### src/rtl/calculo_preco.sv
// Weight x unit-price calculator: serial shift-add multiply, +500 rounding, restoring
// division by 1000, saturating to a 14-bit centimos result.
module calculo_preco (
  input  logic        clk,
  input  logic        rst_n,
  input  logic        start,
  input  logic [13:0] peso_gramas,
  input  logic [13:0] preco_kg,
  output logic [13:0] centimos,
  output logic        busy,
  output logic        done,
  output logic        overflow
);

  typedef enum logic [2:0] {
    S_IDLE,
    S_MUL,
    S_RND,
    S_DIV,
    S_DONE
  } state_e;

  localparam logic [4:0]  MUL_LAST = 5'd13;
  localparam logic [4:0]  DIV_LAST = 5'd27;
  localparam logic [10:0] DIVISOR  = 11'd1000;
  localparam logic [27:0] HALF     = 28'd500;

  state_e      state_q, state_d;
  logic [4:0]  cnt_q, cnt_d;
  logic [27:0] acc_q, acc_d;       // product, then dividend shifting out / quotient shifting in
  logic [27:0] mcand_q, mcand_d;
  logic [13:0] mplier_q, mplier_d;
  logic [9:0]  rem_q, rem_d;
  logic [13:0] cent_q, cent_d;
  logic        ovf_q, ovf_d;

  logic [10:0] trial;
  logic        qbit;
  logic [27:0] quotient;

  assign trial    = {rem_q, acc_q[27]};
  assign qbit     = (trial >= DIVISOR);
  assign quotient = {acc_q[26:0], qbit};

  // NOTE: every signal gets a default before the case so no path leaves one unassigned (no latches).
  always_comb begin
    state_d  = state_q;
    cnt_d    = cnt_q;
    acc_d    = acc_q;
    mcand_d  = mcand_q;
    mplier_d = mplier_q;
    rem_d    = rem_q;
    cent_d   = cent_q;
    ovf_d    = ovf_q;

    unique case (state_q)
      S_IDLE: begin
        if (start) begin
          mcand_d  = {14'd0, peso_gramas};
          mplier_d = preco_kg;
          acc_d    = '0;
          rem_d    = '0;
          cnt_d    = '0;
          state_d  = S_MUL;
        end
      end

      S_MUL: begin
        if (mplier_q[0]) acc_d = acc_q + mcand_q;
        mcand_d  = mcand_q << 1;
        mplier_d = mplier_q >> 1;
        if (cnt_q == MUL_LAST) begin
          cnt_d   = '0;
          state_d = S_RND;
        end else begin
          cnt_d = cnt_q + 5'd1;
        end
      end

      S_RND: begin
        acc_d   = acc_q + HALF;
        rem_d   = '0;
        cnt_d   = '0;
        state_d = S_DIV;
      end

      S_DIV: begin
        rem_d = qbit ? 10'(trial - DIVISOR) : trial[9:0];
        acc_d = quotient;
        if (cnt_q == DIV_LAST) begin
          cnt_d   = '0;
          state_d = S_DONE;
          // Quotient can reach 268403; anything above 14 bits saturates.
          if (|quotient[27:14]) begin
            cent_d = 14'h3FFF;
            ovf_d  = 1'b1;
          end else begin
            cent_d = quotient[13:0];
            ovf_d  = 1'b0;
          end
        end else begin
          cnt_d = cnt_q + 5'd1;
        end
      end

      S_DONE: state_d = S_IDLE;

      default: state_d = S_IDLE;
    endcase
  end

  // NOTE: sequential state uses non-blocking assignments so all registers update together.
  always_ff @(posedge clk or negedge rst_n) begin
    if (!rst_n) begin
      state_q  <= S_IDLE;
      cnt_q    <= '0;
      acc_q    <= '0;
      mcand_q  <= '0;
      mplier_q <= '0;
      rem_q    <= '0;
      cent_q   <= '0;
      ovf_q    <= 1'b0;
    end else begin
      state_q  <= state_d;
      cnt_q    <= cnt_d;
      acc_q    <= acc_d;
      mcand_q  <= mcand_d;
      mplier_q <= mplier_d;
      rem_q    <= rem_d;
      cent_q   <= cent_d;
      ovf_q    <= ovf_d;
    end
  end

  assign centimos = cent_q;
  assign overflow = ovf_q;
  assign busy     = (state_q != S_IDLE);
  assign done     = (state_q == S_DONE);

endmodule

### config.mk
export PLATFORM = sky130hd
export DESIGN_NAME = calculo_preco
export DESIGN_NICKNAME = d
export VERILOG_FILES = /design/src/rtl/calculo_preco.sv
export SDC_FILE = /design/constraint.sdc
export NUM_CORES = 1
export LEC_CHECK = 0
export BUFFER_PORTS_ARGS = -buffer_cell sky130_fd_sc_hd__buf_4
export CAP_MARGIN = 5
export CORE_MARGIN = 4
export CORE_UTILIZATION = 40
export CTS_CLUSTER_SIZE = 12
export DETAILED_ROUTE_END_ITERATION = 8
export MAX_ROUTING_LAYER = met4
export SYNTH_ARGS = -nofsm -noshare
export SYNTH_HDL_FRONTEND = slang
export SYNTH_SLANG_ARGS = --single-unit
export TNS_END_PERCENT = 50
### constraint.sdc
create_clock -name clk -period 4.5 [get_ports clk]
set_input_delay 0.45 -clock clk [delete_from_list [all_inputs] [get_ports clk]]
set_output_delay 0.45 -clock clk [all_outputs]
set_load 0.02 [all_outputs]
* After elaboration in Yosys (flattened, before gate mapping)
Cells that the tools add are included.
** Storage, ports and cells
- Flip-flop bits (word level) :: 103
- Bits of input ports :: 31
- Output and inout port bits :: 17
- Word-level logic and storage cells :: 55
** Cells by class
- Add/subtract/negate cells :: 4
- Order comparisons :: 1
- Equality and inequality tests :: 10
- Mux-type cells :: 20
- Reductions and logical operators :: 12
** Operators with widths (count)
- $pmux W28 S4 :: 1
- $mux W28 :: 3
- $pmux W28 S2 :: 1
- $pmux W10 S3 :: 1
- $add A28 B28 Y28 :: 1
- $add A28 B9 Y28 const B :: 1
- $mux W14 :: 2
- $pmux W14 S2 :: 1
- $mux W10 :: 2
- $pmux W5 S4 :: 1
- $mux W5 :: 3
- $reduce_or A14 Y1 :: 1
- $pmux W3 S4 :: 1
- $ge A11 B10 Y1 const B :: 1
- $sub A10 B10 Y10 const B :: 1
- $mux W3 :: 3
- $ne A2 B2 Y1 const B :: 4
- $reduce_and A2 Y1 :: 4
- $eq A3 B2 Y1 const B :: 2
- $reduce_and A3 Y1 :: 2
- $reduce_bool A3 Y1 :: 2
- $add A5 B1 Y5 const B :: 1
- $eq A5 B4 Y1 const B :: 1
- $eq A5 B5 Y1 const B :: 1
- 6 further kinds :: 6

* Logic depth before layout (Yosys ltp)
- Depth in word-level cells :: 3
- Depth in mapped cells :: 10
- Depth with buffers taken out :: 10

* Worst setup path before layout
OpenSTA, ideal clock, no wires.
- Path kind :: register -> register
- Start :: register acc_q[0]
- End :: register acc_q[18]
- Setup time :: 0.126 ns
- Data arrival time :: 2.237 ns
- Required time :: 4.374 ns
- Path slack :: 2.137 ns
- Stages on the path, launching flop included :: 11
- Buffers on the path :: 0
- Clock period less this slack :: 2.363 ns
- Cells stage by stage :: dfrtp_1 -> ha_1 -> inv_1 -> fa_1 -> nand2b_1 -> a21oi_1 -> o211ai_1 -> a211oi_1 -> nor2_1 -> xnor2_1 -> a221o_1
** On the way
- Cells in the longest elaborated chain, start to end :: 3
- Elaborated cells between the ends (all ways) :: 4
- Those cells by class :: add/sub: 2; mux: 2
** RTL lines
- start, declared :: line 30 : logic [27:0] acc_q, acc_d;
- start signal, assigned :: line 117 : acc_q <= '0;
- start signal, assigned :: line 126 : acc_q <= acc_d;
- $add A28 B28 Y28 :: line 69 : if (mplier_q[0]) acc_d = acc_q + mcand_q;
- $mux W28 :: line 69
- $pmux W28 S4 (*) :: line 56 : unique case (state_q)
Every way passes the cells marked *; elsewhere a longest branch is shown, timed or not. The select of a mux whose other input is x is not followed.
A chain may end at the register's enable or synchronous reset.

* Final worst setup path
- Start :: register state_q[1]
- End :: register cent_q[7] (netlist: centimos[7])
** On the way
- Cells in the longest elaborated chain, start to end :: 2
** RTL lines
- start, declared :: line 28 : state_e state_q, state_d;
- start signal, assigned :: line 124 : state_q <= state_d;
- $eq A3 B2 Y1 :: line 56
- $reduce_and A2 Y1 (no line)
- end signal, assigned :: line 130 : cent_q <= cent_d;
- end, declared :: line 34 : logic [13:0] cent_q, cent_d;
Every way passes these cells.

==> impl_metrics.env <==
export IMPL_ctsLongestPathBuffers=2
export IMPL_yosysSeqAreaShare=0.387
export IMPL_dr_first_iter_drc_count=438
export IMPL_synth_cell_area_um2=6670
export IMPL_finalHoldViolCount=0
export IMPL_fmax_mhz=339
export IMPL_finClkSkew_ns=0.0165
export IMPL_cts_setup_buffers=0
export IMPL_drc_errors=0
export IMPL_pwr_share_clk=0.281
export IMPL_crit_arrival_ns=3.23
export IMPL_rr_worst_depth=7
export IMPL_vias_per_cell=5.80
export IMPL_design_core_area_um2=16100
export IMPL_grt_usage=0.202
export IMPL_power_density_nw_per_um2=390
export IMPL_setup_viol=0
export IMPL_synth_edf_count=0
export IMPL_worst_pin_slew_ns=1.11
export IMPL_dieArea_um2=18800
export IMPL_max_cap_violations=0
export IMPL_grt_pass1_vias=5782
export IMPL_avgSynthCellArea_um2=8.27
export IMPL_cts_sinks=103
export IMPL_ys_warn_count=0
export IMPL_path_class="reg -> reg"
export IMPL_hp_class="in -> async"
export IMPL_gp_congestion=0.923
export IMPL_ant_nets=0
export IMPL_antennaDiodeCount=0
export IMPL_num_vias=6053
export IMPL_gr_total_overflow=0
export IMPL_antenna_found_initial=0
export IMPL_firstDrtPassIters=5
export IMPL_final_setup_tns_ns=0
export IMPL_layout_common_cells="nor2_1 (106), nand2_1 (105), dfrtp_1 (103), a21oi_1 (73), o21ai_0 (59)"
export IMPL_cts_tree="done"
export IMPL_combPwrFrac=0.309
export IMPL_synth_fp_nets=869
export IMPL_rsz0062_at_grt="false"
export IMPL_endpoint_kind="flop"
export IMPL_swShare=0.370
export IMPL_wl_per_cell_um=17.1
export IMPL_status="finished clean"
export IMPL_layout_drive_gt1_share=0.103
export IMPL_io_pins=48
export IMPL_ys_ff_latch=103
export IMPL_startpoint_type="flop"
export IMPL_grt_start_max_net_pins=73
export IMPL_num_rows=46
export IMPL_final_area_um2=7390
export IMPL_root_buffer="clkbuf_16"
export IMPL_nets=886
export IMPL_ctsHoldBuffers=0
export IMPL_syn2layout_area_growth_pct=10.9
export IMPL_drt_total_wl_um=17900
export IMPL_async_flop_share=1.00
export IMPL_synthCells=806
export IMPL_cts_made_buffers=9
export IMPL_layout_min_cycle_time_ns=2.95
export IMPL_final_common_cell="nor2_1"
export IMPL_ir_drop_uv=224
export IMPL_layoutNonFillerInstCount=1044
export IMPL_placed_cell_area_um2=7090
export IMPL_ctsResizeCount=0
export IMPL_die_w_um=137
export IMPL_cp_required_ns=4.77
export IMPL_die_h_um=137
export IMPL_start_util=0.414
export IMPL_slew_headroom=0.259
export IMPL_p_int_w=0.00182
export IMPL_leakagePower_nw=3.30
export IMPL_grt_pass1_wl_um=29400
export IMPL_cp_max_fo=29
export IMPL_dp_cells=1028
export IMPL_path_clk_slew_ns=0.08
export IMPL_io_buffers=47
export IMPL_synth_distinct_cells=71
export IMPL_clk_latency_ns=0.36
export IMPL_period_share=0.656
export IMPL_dp_hpwl_um=12900
export IMPL_htreeDepth=3
export IMPL_synth_main_ff_cell="dfrtp_1"
export IMPL_slew_viol_final=0
export IMPL_seq_power_share=0.410
export IMPL_p_sw_w=0.00107
## worst max-delay path, cell delays in order (launching register included)
cell     delay [ns]
dfrtp_1        0.63
inv_1          0.20
nand2_1        0.71
o22a_1         0.37
nand2_1        0.11
inv_1          0.61
nor2_1         0.10
a21oi_1        0.14
## power by group through the flow
stage                     Clock (W)  Sequential (W)  Combinational, W
after floorplan                   0         0.00112          0.000711
after global placement            0         0.00119          0.000868
after detailed placement          0         0.00120          0.000883
after CTS                  0.000822         0.00118          0.000887
after global routing       0.000858         0.00120          0.000990
final                      0.000810         0.00118          0.000890
## final timing paths
kind                              start           end  slack, ns
setup / recovery             state_q[1]   centimos[7]       1.55
hold / removal                    rst_n   mplier_q[7]       0.20
setup reg to reg             state_q[1]   centimos[7]       1.55
hold reg to reg             mcand_q[26]   mcand_q[27]       0.50
max in group asynchronous         rst_n     acc_q[25]       3.29
min in group clk           preco_kg[13]  mplier_q[13]       0.29
## state kept, by name, summed over array words and instances, names as in the netlist
register and cells:
mcand_q 28, centimos 14, rem_q 10, overflow 1
cnt_q 5, state_q 3, acc_q 28, mplier_q 14
## cells by family after synthesis
kind of cell,share of synthesized area
and+or+nand+nor,0.229
adders and majority gates,0.0612
muxes,0.00451
DFF,0.387
AOI/OAI and AO/OA,0.233
buffers and inverters,0.0466
xor gates and xnor gates,0.0394
## cell usage after synthesis (11+ instances only)
library cell	n	share of area
a21o_1	13	0.015
a21oi_1	73	0.055
clkbuf_1	31	0.017
dfrtp_1	103	0.39
ha_1	31	0.058
inv_1	17	0.0096
nand2_1	105	0.059
nand3_1	32	0.024
nand4_1	11	0.010
nor2_1	106	0.060
nor3_1	17	0.013
o21ai_0	59	0.044
o22ai_1	26	0.024
xnor2_1	18	0.024
xor2_1	12	0.016
## final cells by class
class                           instances  area [um^2]
Fill cell                            1643         8730
Multi-Input combinational cell        639         3780
Sequential cell                       103         2580
Timing Repair Buffer                   53          398
Tap cell                              216          270
Clock buffer                           11          233
Clock inverter                          5         63.8
Inverter                               17         63.8
## routing by layer
layer	vias up	share of wire	wire, um	global-route usage
met3	15	0.040	707	0.0217
li1	2956	-	-	-
met1	2934	0.49	8830	0.286
met5	-	0	0	-
met4	0	0.012	218	0.0549
met2	148	0.45	8130	0.311
## metrics by stage
stage                      util  worst slack (ns)  power [W]  hold WS, ns
final                     0.458              1.55    0.00288        0.198
after global routing      0.458              1.20    0.00305        0.295
after floorplan               -              2.14    0.00183        0.154
after detailed placement  0.440              1.55    0.00208        0.486
after global placement    0.440              1.65    0.00206        0.482
after CTS                 0.458              1.50    0.00289        0.253
No activity file was read; power rests on OpenSTA's default activity.
